File: src/rtl/cdp1802_cycle_sched_if.sv
// ---------------------------------------------------------------------------
// cdp1802_cycle_sched_if
//   Bundles the machine-cycle sequencer's bus and handshake signals.
//   master : the sequencer (drives timing pulses, strobes, state code, steps)
//   slave  : core / system side (drives WAIT_N, DMA/INT requests, core status)
//
//   Inputs to the sequencer:
//     WAIT_N, DMA_IN_N, DMA_OUT_N, INT_N  - pause and level requests (active-low)
//     core_more, core_rd, core_wr         - core cycle needs
//     core_idle                           - core executing IDL
//     ie_set, ie_clr                      - interrupt-enable control pulses
//   Outputs from the sequencer:
//     SC, cpu_step, dma_step, dma_dir, int_ack, ie, TPA, TPB, MRD_N, MWR_N
// ---------------------------------------------------------------------------
interface cdp1802_cycle_sched_if;
    logic       WAIT_N;
    logic       DMA_IN_N;
    logic       DMA_OUT_N;
    logic       INT_N;
    logic       core_more;
    logic       core_rd;
    logic       core_wr;
    logic       core_idle;
    logic       ie_set;
    logic       ie_clr;
    logic [1:0] SC;
    logic       cpu_step;
    logic       dma_step;
    logic       dma_dir;
    logic       int_ack;
    logic       ie;
    logic       TPA;
    logic       TPB;
    logic       MRD_N;
    logic       MWR_N;

    modport master (
        input  WAIT_N, DMA_IN_N, DMA_OUT_N, INT_N,
        input  core_more, core_rd, core_wr, core_idle, ie_set, ie_clr,
        output SC, cpu_step, dma_step, dma_dir, int_ack, ie,
        output TPA, TPB, MRD_N, MWR_N
    );

    modport slave (
        output WAIT_N, DMA_IN_N, DMA_OUT_N, INT_N,
        output core_more, core_rd, core_wr, core_idle, ie_set, ie_clr,
        input  SC, cpu_step, dma_step, dma_dir, int_ack, ie,
        input  TPA, TPB, MRD_N, MWR_N
    );
endinterface

File: src/rtl/cdp1802_cycle_sched.sv
// ---------------------------------------------------------------------------
// cdp1802_cycle_sched
//   Machine-cycle sequencer for the cdp1802 core. Splits CLOCK into
//   CYCLE_CLKS-clock machine cycles, generates TPA/TPB and the memory
//   strobes, and picks the next cycle type (S0 fetch, S1 execute, S2 DMA,
//   S3 interrupt) at every cycle boundary. Owns the IE flag.
//
//   Ports:
//     CLOCK    - system clock
//     CLEAR_N  - asynchronous active-low reset
//     bus      - cdp1802_cycle_sched_if.master (requests, core status,
//                timing pulses, strobes, SC, step pulses, ie)
//
//   Optional feature: define CDP1802_IDLE_EN to let the sequencer hold the
//   core in S1 while core_idle is high (IDL) until a DMA or interrupt cycle.
//   Without it core_idle is ignored.
// ---------------------------------------------------------------------------
module cdp1802_cycle_sched #(
    parameter int CYCLE_CLKS = 8,
    parameter int TPA_PH     = 1,
    parameter int TPB_PH     = 6
) (
    input  logic                         CLOCK,
    input  logic                         CLEAR_N,
    cdp1802_cycle_sched_if.master        bus
);

    localparam int PW = $clog2(CYCLE_CLKS);
    localparam logic [PW-1:0] LAST_IDX = PW'(CYCLE_CLKS - 1);
    localparam logic [PW-1:0] TPA_IDX  = PW'(TPA_PH);
    localparam logic [PW-1:0] TPB_IDX  = PW'(TPB_PH);
    localparam logic [PW-1:0] WR0_IDX  = PW'(TPB_PH - 1);

    typedef enum logic [2:0] {
        ST_INIT,
        ST_FETCH,
        ST_EXEC,
        ST_DMA,
        ST_INT
    } state_t;

    state_t        state_q, state_d;
    logic [PW-1:0] phase_q, phase_d;
    logic          dmai_p_q, dmai_p_d;
    logic          dmao_p_q, dmao_p_d;
    logic          int_p_q, int_p_d;
    logic          dma_dir_q, dma_dir_d;
    logic          ie_q, ie_d;
    logic          idle_q, idle_d;

    logic run;
    logic at_last;
    logic at_tpb;
    logic dma_req;
    logic int_req;

    assign run     = bus.WAIT_N;
    assign at_last = (phase_q == LAST_IDX);
    assign at_tpb  = (phase_q == TPB_IDX);
    assign dma_req = dmai_p_q | dmao_p_q;
    assign int_req = int_p_q & ie_q;

`ifndef CDP1802_IDLE_EN
    logic unused_idle;
    assign unused_idle = bus.core_idle;
`endif

    // Next-state logic. Nothing moves while WAIT_N is low.
    always_comb begin
        state_d   = state_q;
        phase_d   = phase_q;
        dmai_p_d  = dmai_p_q;
        dmao_p_d  = dmao_p_q;
        int_p_d   = int_p_q;
        dma_dir_d = dma_dir_q;
        ie_d      = ie_q;
        idle_d    = idle_q;
        if (run) begin
            phase_d = at_last ? '0 : phase_q + 1'b1;

            // Requests are only looked at during S1/S2 (INIT also shows SC=01
            // but is not an execute cycle).
            if (at_tpb && (state_q == ST_EXEC || state_q == ST_DMA)) begin
                dmai_p_d = ~bus.DMA_IN_N;
                dmao_p_d = ~bus.DMA_OUT_N;
                int_p_d  = ~bus.INT_N;
            end

            if (bus.ie_clr) begin
                ie_d = 1'b0;
            end else if (bus.ie_set) begin
                ie_d = 1'b1;
            end

            if (at_last) begin
                idle_d = 1'b0;
                unique case (state_q)
                    ST_INIT:  state_d = ST_FETCH;
                    ST_FETCH: state_d = ST_EXEC;
                    ST_EXEC: begin
                        if (bus.core_more) begin
                            state_d = ST_EXEC;
                        end else if (dma_req) begin
                            state_d   = ST_DMA;
                            dma_dir_d = dmai_p_q;
                        end else if (int_req) begin
                            state_d = ST_INT;
                            ie_d    = 1'b0;
`ifdef CDP1802_IDLE_EN
                        end else if (bus.core_idle) begin
                            state_d = ST_EXEC;
                            idle_d  = 1'b1;
`endif
                        end else begin
                            state_d = ST_FETCH;
                        end
                    end
                    ST_DMA: begin
                        if (dma_req) begin
                            state_d   = ST_DMA;
                            dma_dir_d = dmai_p_q;
                        end else if (int_req) begin
                            state_d = ST_INT;
                            ie_d    = 1'b0;
                        end else begin
                            state_d = ST_FETCH;
                        end
                    end
                    ST_INT:   state_d = ST_FETCH;
                    default:  state_d = ST_FETCH;
                endcase
            end
        end
    end

    always_ff @(posedge CLOCK or negedge CLEAR_N) begin
        if (!CLEAR_N) begin
            state_q   <= ST_INIT;
            phase_q   <= '0;
            dmai_p_q  <= 1'b0;
            dmao_p_q  <= 1'b0;
            int_p_q   <= 1'b0;
            dma_dir_q <= 1'b0;
            ie_q      <= 1'b1;
            idle_q    <= 1'b0;
        end else begin
            state_q   <= state_d;
            phase_q   <= phase_d;
            dmai_p_q  <= dmai_p_d;
            dmao_p_q  <= dmao_p_d;
            int_p_q   <= int_p_d;
            dma_dir_q <= dma_dir_d;
            ie_q      <= ie_d;
            idle_q    <= idle_d;
        end
    end

    // Output decode from the registered phase/state. Pulses are gated by
    // WAIT_N so a paused machine never commits; strobes simply hold.
    logic rd_cycle;
    logic wr_cycle;
    logic wr_window;

    assign wr_cycle  = (state_q == ST_EXEC && bus.core_wr) ||
                       (state_q == ST_DMA  && dma_dir_q);
    // Write wins over read when the core asserts both.
    assign rd_cycle  = (state_q == ST_FETCH) ||
                       (state_q == ST_EXEC && bus.core_rd && !bus.core_wr && !idle_q) ||
                       (state_q == ST_DMA  && !dma_dir_q);
    assign wr_window = (phase_q == WR0_IDX) || (phase_q == TPB_IDX);

    always_comb begin
        unique case (state_q)
            ST_FETCH: bus.SC = 2'b00;
            ST_DMA:   bus.SC = 2'b10;
            ST_INT:   bus.SC = 2'b11;
            default:  bus.SC = 2'b01;
        endcase
    end

    assign bus.TPA      = run && (phase_q == TPA_IDX);
    assign bus.TPB      = run && at_tpb;
    assign bus.cpu_step = run && at_last &&
                          ((state_q == ST_FETCH) || (state_q == ST_EXEC && !idle_q));
    assign bus.dma_step = run && at_last && (state_q == ST_DMA);
    assign bus.int_ack  = run && at_last && (state_q == ST_INT);
    assign bus.dma_dir  = dma_dir_q;
    assign bus.ie       = ie_q;
    assign bus.MRD_N    = ~rd_cycle;
    assign bus.MWR_N    = ~(wr_cycle && wr_window);

endmodule

File: src/flat_wrapper.sv
// flat-port wrapper written by rule: the top's interface ports become plain ports
module cdp1802_cycle_sched_flat 
#(
    parameter int CYCLE_CLKS = 8,
    parameter int TPA_PH     = 1,
    parameter int TPB_PH     = 6
)
  (CLOCK, CLEAR_N, bus_WAIT_N, bus_DMA_IN_N, bus_DMA_OUT_N, bus_INT_N, bus_core_more, bus_core_rd, bus_core_wr, bus_core_idle, bus_ie_set, bus_ie_clr, bus_SC, bus_cpu_step, bus_dma_step, bus_dma_dir, bus_int_ack, bus_ie, bus_TPA, bus_TPB, bus_MRD_N, bus_MWR_N);
  cdp1802_cycle_sched_if bus_i ();
  input  logic CLOCK;
  input  logic CLEAR_N;
  input wire logic [$bits(bus_i.WAIT_N)-1:0] bus_WAIT_N;
  input wire logic [$bits(bus_i.DMA_IN_N)-1:0] bus_DMA_IN_N;
  input wire logic [$bits(bus_i.DMA_OUT_N)-1:0] bus_DMA_OUT_N;
  input wire logic [$bits(bus_i.INT_N)-1:0] bus_INT_N;
  input wire logic [$bits(bus_i.core_more)-1:0] bus_core_more;
  input wire logic [$bits(bus_i.core_rd)-1:0] bus_core_rd;
  input wire logic [$bits(bus_i.core_wr)-1:0] bus_core_wr;
  input wire logic [$bits(bus_i.core_idle)-1:0] bus_core_idle;
  input wire logic [$bits(bus_i.ie_set)-1:0] bus_ie_set;
  input wire logic [$bits(bus_i.ie_clr)-1:0] bus_ie_clr;
  output wire logic [$bits(bus_i.SC)-1:0] bus_SC;
  output wire logic [$bits(bus_i.cpu_step)-1:0] bus_cpu_step;
  output wire logic [$bits(bus_i.dma_step)-1:0] bus_dma_step;
  output wire logic [$bits(bus_i.dma_dir)-1:0] bus_dma_dir;
  output wire logic [$bits(bus_i.int_ack)-1:0] bus_int_ack;
  output wire logic [$bits(bus_i.ie)-1:0] bus_ie;
  output wire logic [$bits(bus_i.TPA)-1:0] bus_TPA;
  output wire logic [$bits(bus_i.TPB)-1:0] bus_TPB;
  output wire logic [$bits(bus_i.MRD_N)-1:0] bus_MRD_N;
  output wire logic [$bits(bus_i.MWR_N)-1:0] bus_MWR_N;
  assign bus_i.WAIT_N = bus_WAIT_N;
  assign bus_i.DMA_IN_N = bus_DMA_IN_N;
  assign bus_i.DMA_OUT_N = bus_DMA_OUT_N;
  assign bus_i.INT_N = bus_INT_N;
  assign bus_i.core_more = bus_core_more;
  assign bus_i.core_rd = bus_core_rd;
  assign bus_i.core_wr = bus_core_wr;
  assign bus_i.core_idle = bus_core_idle;
  assign bus_i.ie_set = bus_ie_set;
  assign bus_i.ie_clr = bus_ie_clr;
  assign bus_SC = bus_i.SC;
  assign bus_cpu_step = bus_i.cpu_step;
  assign bus_dma_step = bus_i.dma_step;
  assign bus_dma_dir = bus_i.dma_dir;
  assign bus_int_ack = bus_i.int_ack;
  assign bus_ie = bus_i.ie;
  assign bus_TPA = bus_i.TPA;
  assign bus_TPB = bus_i.TPB;
  assign bus_MRD_N = bus_i.MRD_N;
  assign bus_MWR_N = bus_i.MWR_N;
  cdp1802_cycle_sched #(.CYCLE_CLKS(CYCLE_CLKS), .TPA_PH(TPA_PH), .TPB_PH(TPB_PH)) u_core (.CLOCK(CLOCK), .CLEAR_N(CLEAR_N), .bus(bus_i));
endmodule
File: config.mk
export PLATFORM = sky130hd
export DESIGN_NAME = cdp1802_cycle_sched_flat
export DESIGN_NICKNAME = d
export VERILOG_FILES = /design/src/rtl/cdp1802_cycle_sched_if.sv /design/src/rtl/cdp1802_cycle_sched.sv /design/src/flat_wrapper.sv
export SDC_FILE = /design/constraint.sdc
export NUM_CORES = 1
export LEC_CHECK = 0
export BUFFER_PORTS_ARGS = -buffer_cell sky130_fd_sc_hd__buf_2
export CORE_MARGIN = 4
export CORE_UTILIZATION = 48
export DETAILED_ROUTE_END_ITERATION = 6
export MAX_ROUTING_LAYER = met4
export PLACE_DENSITY = 0.85
export SETUP_SLACK_MARGIN = 0.2
export SKIP_CTS_REPAIR_TIMING = 1
export SLEW_MARGIN = 10
export SYNTH_ARGS = -nofsm -noshare
export SYNTH_HDL_FRONTEND = slang
export SYNTH_SLANG_ARGS = --single-unit
File: constraint.sdc
create_clock -name CLOCK -period 1.6 [get_ports CLOCK]
set_input_delay 0.24 -clock CLOCK [delete_from_list [all_inputs] [get_ports CLOCK]]
set_output_delay 0.24 -clock CLOCK [all_outputs]
set_load 0.03 [all_outputs]
==> results of run 1 <==
metal layers:
layer | vias to the layer above | global-route usage [%]
met3 | 4 | 4.98
met4 | 0 | 4.42
met1 | 337 | 18.0
li1 | 337 | -
met2 | 25 | 27.4
met5 | - | -
metrics by stage:
step	setup TNS, ns	std cells	hold WS [ns]
2_1_floorplan	0	75	-0.0556
3_3_place_gp	0	109	0.119
3_5_place_dp	0	109	0.122
4_1_cts	-0.719	113	-0.169
5_1_grt	-0.669	125	0.142
6_report	-0.346	125	0.138
path summary, 6_finish.rpt:
path | start | endpoint | slack (ns)
worst min register to register | u_core.int_p_q$_DFFE_PN0P_ | u_core.int_p_q$_DFFE_PN0P_ | 0.52
worst max-delay path | u_core.phase_q[0]$_DFFE_PN0P_ | bus_dma_step | -0.09
worst min-delay path | bus_ie_clr | u_core.bus.ie$_DFFE_PN1P_ | 0.14
max in group asynchronous | CLEAR_N | u_core.bus.ie$_DFFE_PN1P_ | 0.97
min in group asynchronous | CLEAR_N | u_core.phase_q[2]$_DFFE_PN0P_ | 0.36
worst max register to register | u_core.phase_q[0]$_DFFE_PN0P_ | u_core.state_q[2]$_DFFE_PN0P_ | 0.05
kinds of logic after synthesis:
| logic type | count (synthesis) |
|---|---|
| AO/OA/AOI/OAI | 19 |
| XOR/XNOR | 1 |
| adder cells (fa/ha/maj) | 4 |
| buffers and inverters | 8 |
| flip-flops | 11 |
| multiplexers | 2 |
| AND/OR/NAND/NOR | 30 |
Yosys cell counts:
library cell	n	area, um2
ha_1	4	50.1
a21o_1	2	15.0
nand2b_4	2	27.5
dfrtp_1	10	250
nor2_1	7	26.3
nand2_2	1	6.26
a21oi_1	3	15.0
nor4bb_1	1	10.0
nand3_1	3	15.0
mux2_2	2	22.5
and4b_1	1	10.0
o2111ai_1	1	8.76
buf_4	2	15.0
nand2_1	5	18.8
inv_1	4	15.0
or2_1	1	6.26
a211o_1	1	8.76
a211oi_2	1	12.5
nor3_1	3	15.0
a32o_1	1	10.0
buf_2	1	5.00
and2b_1	1	7.51
dfstp_2	1	26.3
o21ai_0	10	50.1
nor4b_4	1	23.8
xnor2_1	1	8.76
nand2b_1	2	12.5
nand4bb_1	1	11.3
nor3_2	1	10.0
buf_6	1	11.3
final cells by class:
class / count / area share [%]
Sequential cell: 11 / 24.8
Clock buffer: 4 / 2.32
Inverter: 4 / 1.33
Multi-Input combinational cell: 56 / 46.0
Tap cell: 15 / 1.66
Timing Repair Buffer: 35 / 23.9
where the power goes:
part / leakage [nW] / internal (mW) / switching (mW)
clock: 0.0150 / 0.0965 / 0.0988
combinational: 0.362 / 0.354 / 0.387
sequential: 0.131 / 0.371 / 0.114
total: 0.508 / 0.822 / 0.600
worst max-delay path: cells and delay by family (launching register included):
kind | cells | cell delay (ns)
DFF | 1 | 0.40
and+or+nand+nor | 2 | 0.22
buffers and inverters | 1 | 0.13
adders and majority gates | 2 | 0.41
sequential cells by signal, summed over array words and instances (netlist names):
signal              count
u_core.bus.dma_dir      1
u_core.bus.ie           1
u_core.dmai_p_q         1
u_core.dmao_p_q         1
u_core.int_p_q          1
u_core.phase_q          3
u_core.state_q          3
==> summary.txt, run 1 <==
Yosys
  – Largest family of logic cells by synthesized area: simple AND/OR/NAND/NOR gates
  – XOR/XNOR share of the synthesized area: approximately 1.2%
  – Mux share of post-synthesis cell area: 3.11%
  – Post-synthesis register bit count: 11
  – Synth warn: 0
  – Netlist Area Pre-Place: 724 um2
  – Synth Instances: between 70 and 80
  – Netlist cell types: 30
  – Synth Area in Adders: slightly below 7%
  – Sequential share of the synthesized area: 38.2%
  – Syn nets: 91
  – Compound-Gate Fraction of Synth Area: between 10% and 20%
  – Mean Syn Cell Area: roughly 9.7 um2
  – Post-synthesis simple-gate area fraction: about 28%

Drt
  – Wire per inst: 15.5 um
  – DRC: 0
  – Final WL: 1.94 mm
  – DRT iter0 DRCs: 7
  – Vias/cell: roughly 5.6
  – Top Metal Used: met4
  – Vias: around 700
  – Drt pass-1 iters: 4
  – DRT antenna net count: 0
  – WL met2: about 1000 um
  – Routed met1 length: ~820 um
  – Metal3 WL: roughly 110 um

GRT
  – Vias in the first global route: ~580
  – Largest net degree at the start of global routing: 14
  – Gr ovfl total: 0
  – Tot GR Track Use: between 15 and 20%
  – First-pass GRT wire length: between 2 and 2.5 mm
  – Initial antenna violation count: 0

Critical path
  – Worst EP required: around 1.4 ns
  – CP endpoint kind: output pin
  – Critical Path Source Type: register
  – Maximum fanout along the worst path: 5
  – Slowest cell on the critical path: dfrtp_1
  – CP max stage delay: 0.40 ns
  – Setup Crit Path Kind: register to output pin
  – Worst reg2reg path depth: 6
  – Worst path cell trace: ha_2 > ha_4 > nand3_4 > nor2_4 > buf_6
  – Worst endpoint data arrival time: 1.45 ns

Final layout
  – Filler Cells Inserted: about 80
  – Layout cell share with drive strength beyond 1: a little under three fifths
  – FF/Latch Area: 280 um2
  – Most frequent cells in the layout: buf_2 (12), buf_6 (10), buf_4 (10)
  – Nets: ~130
  – ANT cells: 0
  – Area of the multi-input gates: 520 um2
  – Final core occ: about 83%
  – Design area: approximately 0.0011 mm2
  – Most common cell after layout, fill and taps aside: buf_2
  – Area growth from synthesis to layout: 56.1%

STA
  – Max-slew violation count: 0
  – RSZ-0062 raised after global routing: true
  – Min Tclk post-route: ~1.7 ns
  – Period utilization: 106%
  – Fmax: ~0.59 GHz
  – Hold Violations, Final: 0
  – Final number of setup-violating endpoints: 6
  – Final setup margin: -0.0892 ns
  – Max-slew headroom: 76.8%
  – Least-Margin Pin Slew: ~0.35 ns
  – Layout Skew: 0.0119 ns

Power
  – Tot Pwr: 1.42 mW
  – Max IR drop VDD: 0.723 mV
  – Leak: 0.508 nW
  – Pwr/cell area: 1260 mW/mm2

Placement
  – Port bufs: 21
  – Routability cong.: around 0.71
  – Dpl ws: 0.0740 ns
  – Detailed placement HPWL: between 1 and 1.5 mm
  – Placed Instance Area: roughly 880 um2

CTS
  – Worst skew pair latency: between 0.2 and 0.3 ns
  – Depth of the CTS H-tree: 1
  – CTS tree: yes
  – Root Buffer: clkbuf_4
  – Clock transition at the registers of the reported paths: ~0.080 ns
  – Bufs on Longest Clock Path: 2
  – CTS Buf Count: 3
  – Clock sink total: 11

Flow run
  – Max Cap Viol: 0

Floorplan
  – Die W: 46.9 um
  – Site row count: 13
  – I/O pin count: 23
  – Core ar.: between 0.001 and 0.0015 mm2
  – Initial Util: a little over half
  – Die extent in y: between 40 and 50 um
  – DIE AREA: 0.00219 mm2

Worst hold path
  – Hold crit path type: primary input to register
  – Hold Path Cell Cnt: 2

Outcome
  – Status: finished, violations left
  – Failing checks: negative setup slack
(Power assumes the default switching activity.)
==> inputs of run 2 (changes only) <==
--- a/config.mk
+++ b/config.mk
@@ -10,10 +10,11 @@
 export CORE_UTILIZATION = 48
 export DETAILED_ROUTE_END_ITERATION = 6
 export MAX_ROUTING_LAYER = met4
-export PLACE_DENSITY = 0.85
+export PLACE_DENSITY = 0.76
 export SETUP_SLACK_MARGIN = 0.2
 export SKIP_CTS_REPAIR_TIMING = 1
 export SLEW_MARGIN = 10
 export SYNTH_ARGS = -nofsm -noshare
 export SYNTH_HDL_FRONTEND = slang
 export SYNTH_SLANG_ARGS = --single-unit
+export TNS_END_PERCENT = 10
==> summary.txt, run 2 (synthesis gave the netlist of run 1 again) <==
STA
  – Final number of setup-violating endpoints: 5
  – Layout Skew: 0.00578 ns
  – RSZ-0062 raised after global routing: true
  – Period utilization: 104%
  – Fmax: approximately 0.60 GHz
  – Min Hold Slack: around 0.11 ns
  – Min Tclk post-route: approximately 1.7 ns
  – Max-slew violation count: 0
  – Max-slew headroom: about 80%
  – Total negative slack: -0.265 ns
  – Final setup margin: -0.0713 ns
  – Least-Margin Pin Slew: between 0.3 and 0.4 ns
  – Hold Violations, Final: 0

Final layout
  – Filler Cells Inserted: a little over 100
  – Area growth from synthesis to layout: 41.3%
  – ANT cells: 0
  – Most common cell after layout, fill and taps aside: buf_2
  – Most frequent cells in the layout: buf_2 (13), o21ai_0 (8), buf_4 (8)
  – Largest regs: u_core.phase_q (3), u_core.state_q (3)
  – Final core occ: 74.9%
  – Nets: 120
  – Layout cell share with drive strength beyond 1: between 50% and 60%

CTS
  – Worst skew pair latency: roughly 0.28 ns
  – Clock sink total: 11
  – Bufs on Longest Clock Path: 2
  – CTS tree: yes
  – Root Buffer: clkbuf_4
  – Depth of the CTS H-tree: 1
  – CTS Buf Count: 3
  – Clock transition at the registers of the reported paths: approximately 0.070 ns

Drt
  – DRT iter0 DRCs: 6
  – DRC: 0
  – Vias/cell: around 5.6
  – Vias: around 670
  – Wire per inst: between 15 and 20 um
  – Drt pass-1 iters: 3
  – DRT antenna net count: 0
  – Final WL: 1.78 mm

Floorplan
  – Initial Util: 53.0%
  – Site row count: 13
  – I/O pin count: 23
  – Die extent in y: around 47 um
  – Die W: 46.9 um
  – DIE AREA: ~0.0022 mm2
  – Core ar.: between 0.001 and 0.0015 mm2

Outcome
  – Status: finished, violations left
  – Failing checks: negative setup slack

GRT
  – First-pass GRT wire length: between 2 and 3 mm
  – Largest net degree at the start of global routing: 14
  – Vias in the first global route: 617
  – Tot GR Track Use: between 10% and 20%
  – Initial antenna violation count: 0
  – Gr ovfl total: 0

Placement
  – Routability cong.: 0.727
  – Dpl ws: roughly 0.051 ns
  – Detailed placement HPWL: ~1.2 mm
  – Port bufs: 21

Power
  – Max IR drop VDD: around 1.0 mV
  – Tot Pwr: between 1 and 1.5 mW
  – Leak: 0.463 nW
  – Pwr/cell area: between 1000 and 1500 mW/mm2

Critical path
  – Worst endpoint data arrival time: about 1.4 ns
  – Worst EP required: about 1.4 ns
  – CP endpoint kind: output pin
  – Critical Path Source Type: register
  – Setup Crit Path Kind: register to output pin
  – Maximum fanout along the worst path: 8

Worst hold path
  – Hold crit path type: primary input to register

Flow run
  – Max Cap Viol: 0
## run 2: layer usage
layer	routed length [um]	GRT usage [%]	up-vias
li1	-	-	320
met1	718	21.5	316
met2	886	29.8	24
met3	125	3.83	5
met4	53	9.94	0
met5	0	-	-
## run 2: layout make-up
type | count | area (um2) | share of cell area [%]
sequential | 11 | 280 | 27.4
tap | 15 | 18.8 | 1.83
multi-input combinational | 56 | 480 | 46.9
inverter | 4 | 15.0 | 1.47
clock buffer | 4 | 26.3 | 2.57
timing repair buffer | 28 | 203 | 19.8
## run 2: worst max-delay path, stage by stage, from the launching register on
cell,delay [ns]
dfrtp_2,0.46
nor4bb_2,0.26
a21oi_1,0.06
or2_1,0.22
buf_6,0.14
## run 2: path summary, 6_finish.rpt
| check | startpoint | end | slack (ns) | cells after the start |
|---|---|---|---|---|
| worst max-delay path | u_core.state_q[0]$_DFFE_PN0P_ | bus_MRD_N | -0.07 | 4 |
| worst min-delay path | bus_ie_clr | u_core.bus.ie$_DFFE_PN1P_ | 0.11 | 2 |
| worst max register to register | u_core.phase_q[0]$_DFFE_PN0P_ | u_core.bus.dma_dir$_DFFE_PN0P_ | 0.11 | 5 |
| worst min register to register | u_core.int_p_q$_DFFE_PN0P_ | u_core.int_p_q$_DFFE_PN0P_ | 0.51 | 2 |
| max in group asynchronous | CLEAR_N | u_core.bus.ie$_DFFE_PN1P_ | 0.98 | 2 |
| min in group asynchronous | CLEAR_N | u_core.phase_q[0]$_DFFE_PN0P_ | 0.35 | 2 |
## run 2: power breakdown
part / leakage (nW) / switching (mW) / internal (mW)
registers: 0.130 / 0.132 / 0.372
clock network: 0.0150 / 0.0985 / 0.0969
logic: 0.318 / 0.332 / 0.308
## run 2: stage by stage
stage,instances,cell area [um2]
2_1_floorplan,75,762
3_3_place_gp,108,862
3_5_place_dp,108,862
4_1_cts,112,888
5_1_grt,118,1020
6_report,118,1020
==> inputs of run 3 (changes only) <==
--- a/config.mk
+++ b/config.mk
@@ -6,7 +6,6 @@
 export NUM_CORES = 1
 export LEC_CHECK = 0
 export BUFFER_PORTS_ARGS = -buffer_cell sky130_fd_sc_hd__buf_2
-export CORE_MARGIN = 4
 export CORE_UTILIZATION = 48
 export DETAILED_ROUTE_END_ITERATION = 6
 export MAX_ROUTING_LAYER = met4
==> constraint.sdc (replaced) <==
create_clock -name CLOCK -period 1.6 [get_ports CLOCK]
set_input_delay 0.32 -clock CLOCK [delete_from_list [all_inputs] [get_ports CLOCK]]
set_output_delay 0.32 -clock CLOCK [all_outputs]
set_load 0.03 [all_outputs]
==> summary.txt, run 3 (synthesis gave the netlist of run 1 again) <==
Outcome
  – Status: finished, violations left
  – Failing checks: negative setup slack

Drt
  – DRT iter0 DRCs: 12
  – Drt pass-1 iters: 4
  – Vias/cell: 5.46
  – DRT antenna net count: 0
  – Vias: between 600 and 700
  – DRC: 0
  – Wire per inst: between 10 and 15 um
  – Final WL: ~1.4 mm

CTS
  – CTS tree: yes
  – Worst skew pair latency: roughly 0.27 ns
  – Bufs on Longest Clock Path: 2
  – Root Buffer: clkbuf_4
  – Depth of the CTS H-tree: 1
  – Clock transition at the registers of the reported paths: around 0.070 ns
  – CTS Buf Count: 3
  – Clock sink total: 11

Final layout
  – Nets: about 120
  – Most common cell after layout, fill and taps aside: buf_2
  – Layout cell share with drive strength beyond 1: between 50% and 60%
  – Most frequent cells in the layout: buf_2 (15), o21ai_0 (8), dfrtp_1 (7)
  – Area growth from synthesis to layout: 36.4%
  – Design area: around 990 um2
  – Largest regs: u_core.phase_q (3), u_core.state_q (3)
  – Filler Cells Inserted: 102
  – ANT cells: 0

Power
  – P_sw: 0.520 mW
  – Tot Pwr: approximately 1.2 mW
  – Cell-internal power: approximately 0.73 mW
  – Leak: about 0.45 nW
  – Pwr/cell area: 1260 mW/mm2
  – Flop pwr share: roughly two fifths
  – Max IR drop VDD: roughly 0.69 mV
  – Clock power frac: approximately 16%
  – Comb power frac: between 40% and 50%
  – Sw frac: a little over two fifths

Worst hold path
  – Hold crit path type: primary input to register

Critical path
  – Delay-heaviest family, CP: simple AND/OR/NAND/NOR gates
  – CP bufs+invs: 1
  – Maximum fanout along the worst path: 5
  – CP max stage delay: 0.44 ns
  – Slowest cell on the critical path: dfrtp_2
  – Worst endpoint data arrival time: 1.43 ns
  – Worst path cell trace: nor4bb_1 > a21oi_1 > or2_1 > buf_2
  – Setup Crit Path Kind: register to output pin
  – Worst EP required: 1.28 ns
  – CP endpoint kind: output pin
  – Critical Path Source Type: register

Placement
  – Routability cong.: between 0.7 and 0.8
  – Detailed placement HPWL: around 1.1 mm
  – Placed Instance Area: 883 um2
  – Dpl ws: about 0.064 ns
  – Port bufs: 21

STA
  – Min Hold Slack: approximately 0.19 ns
  – Max-slew violation count: 0
  – Hold Violations, Final: 0
  – Final setup margin: -0.150 ns
  – RSZ-0062 raised after global routing: true
  – Final number of setup-violating endpoints: 6
  – Least-Margin Pin Slew: around 0.29 ns
  – Layout Skew: 0.000967 ns
  – Fmax: between 0.5 and 0.6 GHz
  – Min Tclk post-route: about 1.7 ns
  – Period utilization: 109%
  – Max-slew headroom: approximately four fifths

Floorplan
  – Site row count: 13
  – Core ar.: 0.00135 mm2
  – Initial Util: roughly 54%
  – Die extent in y: slightly above 40 um
  – Die W: 40.9 um
  – DIE AREA: about 0.0017 mm2
  – I/O pin count: 23

GRT
  – Largest net degree at the start of global routing: 14
  – Initial antenna violation count: 0
  – Gr ovfl total: 0
  – First-pass GRT wire length: roughly 2.2 mm
  – Tot GR Track Use: 21.8%
  – Vias in the first global route: between 500 and 600

Flow run
  – Max Cap Viol: 0
run 3: changes by cell type in the layout (fill, tap and decap cells not counted), sizes merged:
cell	previous run	this run
buf	27	25
run 3: layout make-up:
type                    count  area, um2  share of cell area [%]
repair buffers             26        183                    18.5
inverters                   4       15.0                    1.52
multi-input cells          56        465                    47.1
well taps                  15       18.8                    1.90
clock buffers               4       26.3                    2.66
flip-flops and latches     11        280                    28.4
run 3: path summary, 6_finish.rpt:
path | startpoint | cells after the start | endpoint | slack, ns
setup reg to reg | u_core.phase_q[0]$_DFFE_PN0P_ | 6 | u_core.state_q[2]$_DFFE_PN0P_ | 0.12
setup / recovery | u_core.state_q[0]$_DFFE_PN0P_ | 4 | bus_MRD_N | -0.15
hold reg to reg | u_core.int_p_q$_DFFE_PN0P_ | 2 | u_core.int_p_q$_DFFE_PN0P_ | 0.51
max in group asynchronous | CLEAR_N | 2 | u_core.bus.ie$_DFFE_PN1P_ | 0.90
min in group asynchronous | CLEAR_N | 2 | u_core.state_q[2]$_DFFE_PN0P_ | 0.44
hold / removal | bus_ie_clr | 2 | u_core.bus.ie$_DFFE_PN1P_ | 0.19
run 3: through the flow:
| step | utilization, % | std cells | setup TNS [ns] |
|---|---|---|---|
| after floorplan | - | 75 | 0 |
| after global placement | 65.4 | 110 | 0 |
| after detailed placement | 65.4 | 110 | 0 |
| after CTS | 67.4 | 114 | -1.05 |
| after global routing | 73.2 | 116 | -1.23 |
| final | 73.2 | 116 | -0.611 |
run 3: power groups by stage:
stage / Clock (mW) / Sequential [mW] / Combinational, mW
final: 0.195 / 0.482 / 0.571
after detailed placement: 0 / 0.487 / 0.532
after floorplan: 0 / 0.461 / 0.424
after CTS: 0.194 / 0.481 / 0.534
after global routing: 0.213 / 0.501 / 0.635
after global placement: 0 / 0.477 / 0.517
run 3: routing by layer:
layer / up-vias / part of all wire (%) / global-route usage [%]
li1: 317 / - / -
met1: 284 / 48 / 27.9
met2: 27 / 43 / 31.3
met3: 5 / 6.2 / 3.26
met4: 0 / 2.7 / 15.0
met5: - / 0 / -
run 3: worst reg2reg max path: cells and delay by family (launching register included):
kind	cells	cell delay, ns
and+or+nand+nor	2	0.36
buffers and inverters	1	0.17
DFF	1	0.40
adders and majority gates	2	0.39
AOI/OAI and AO/OA	1	0.11
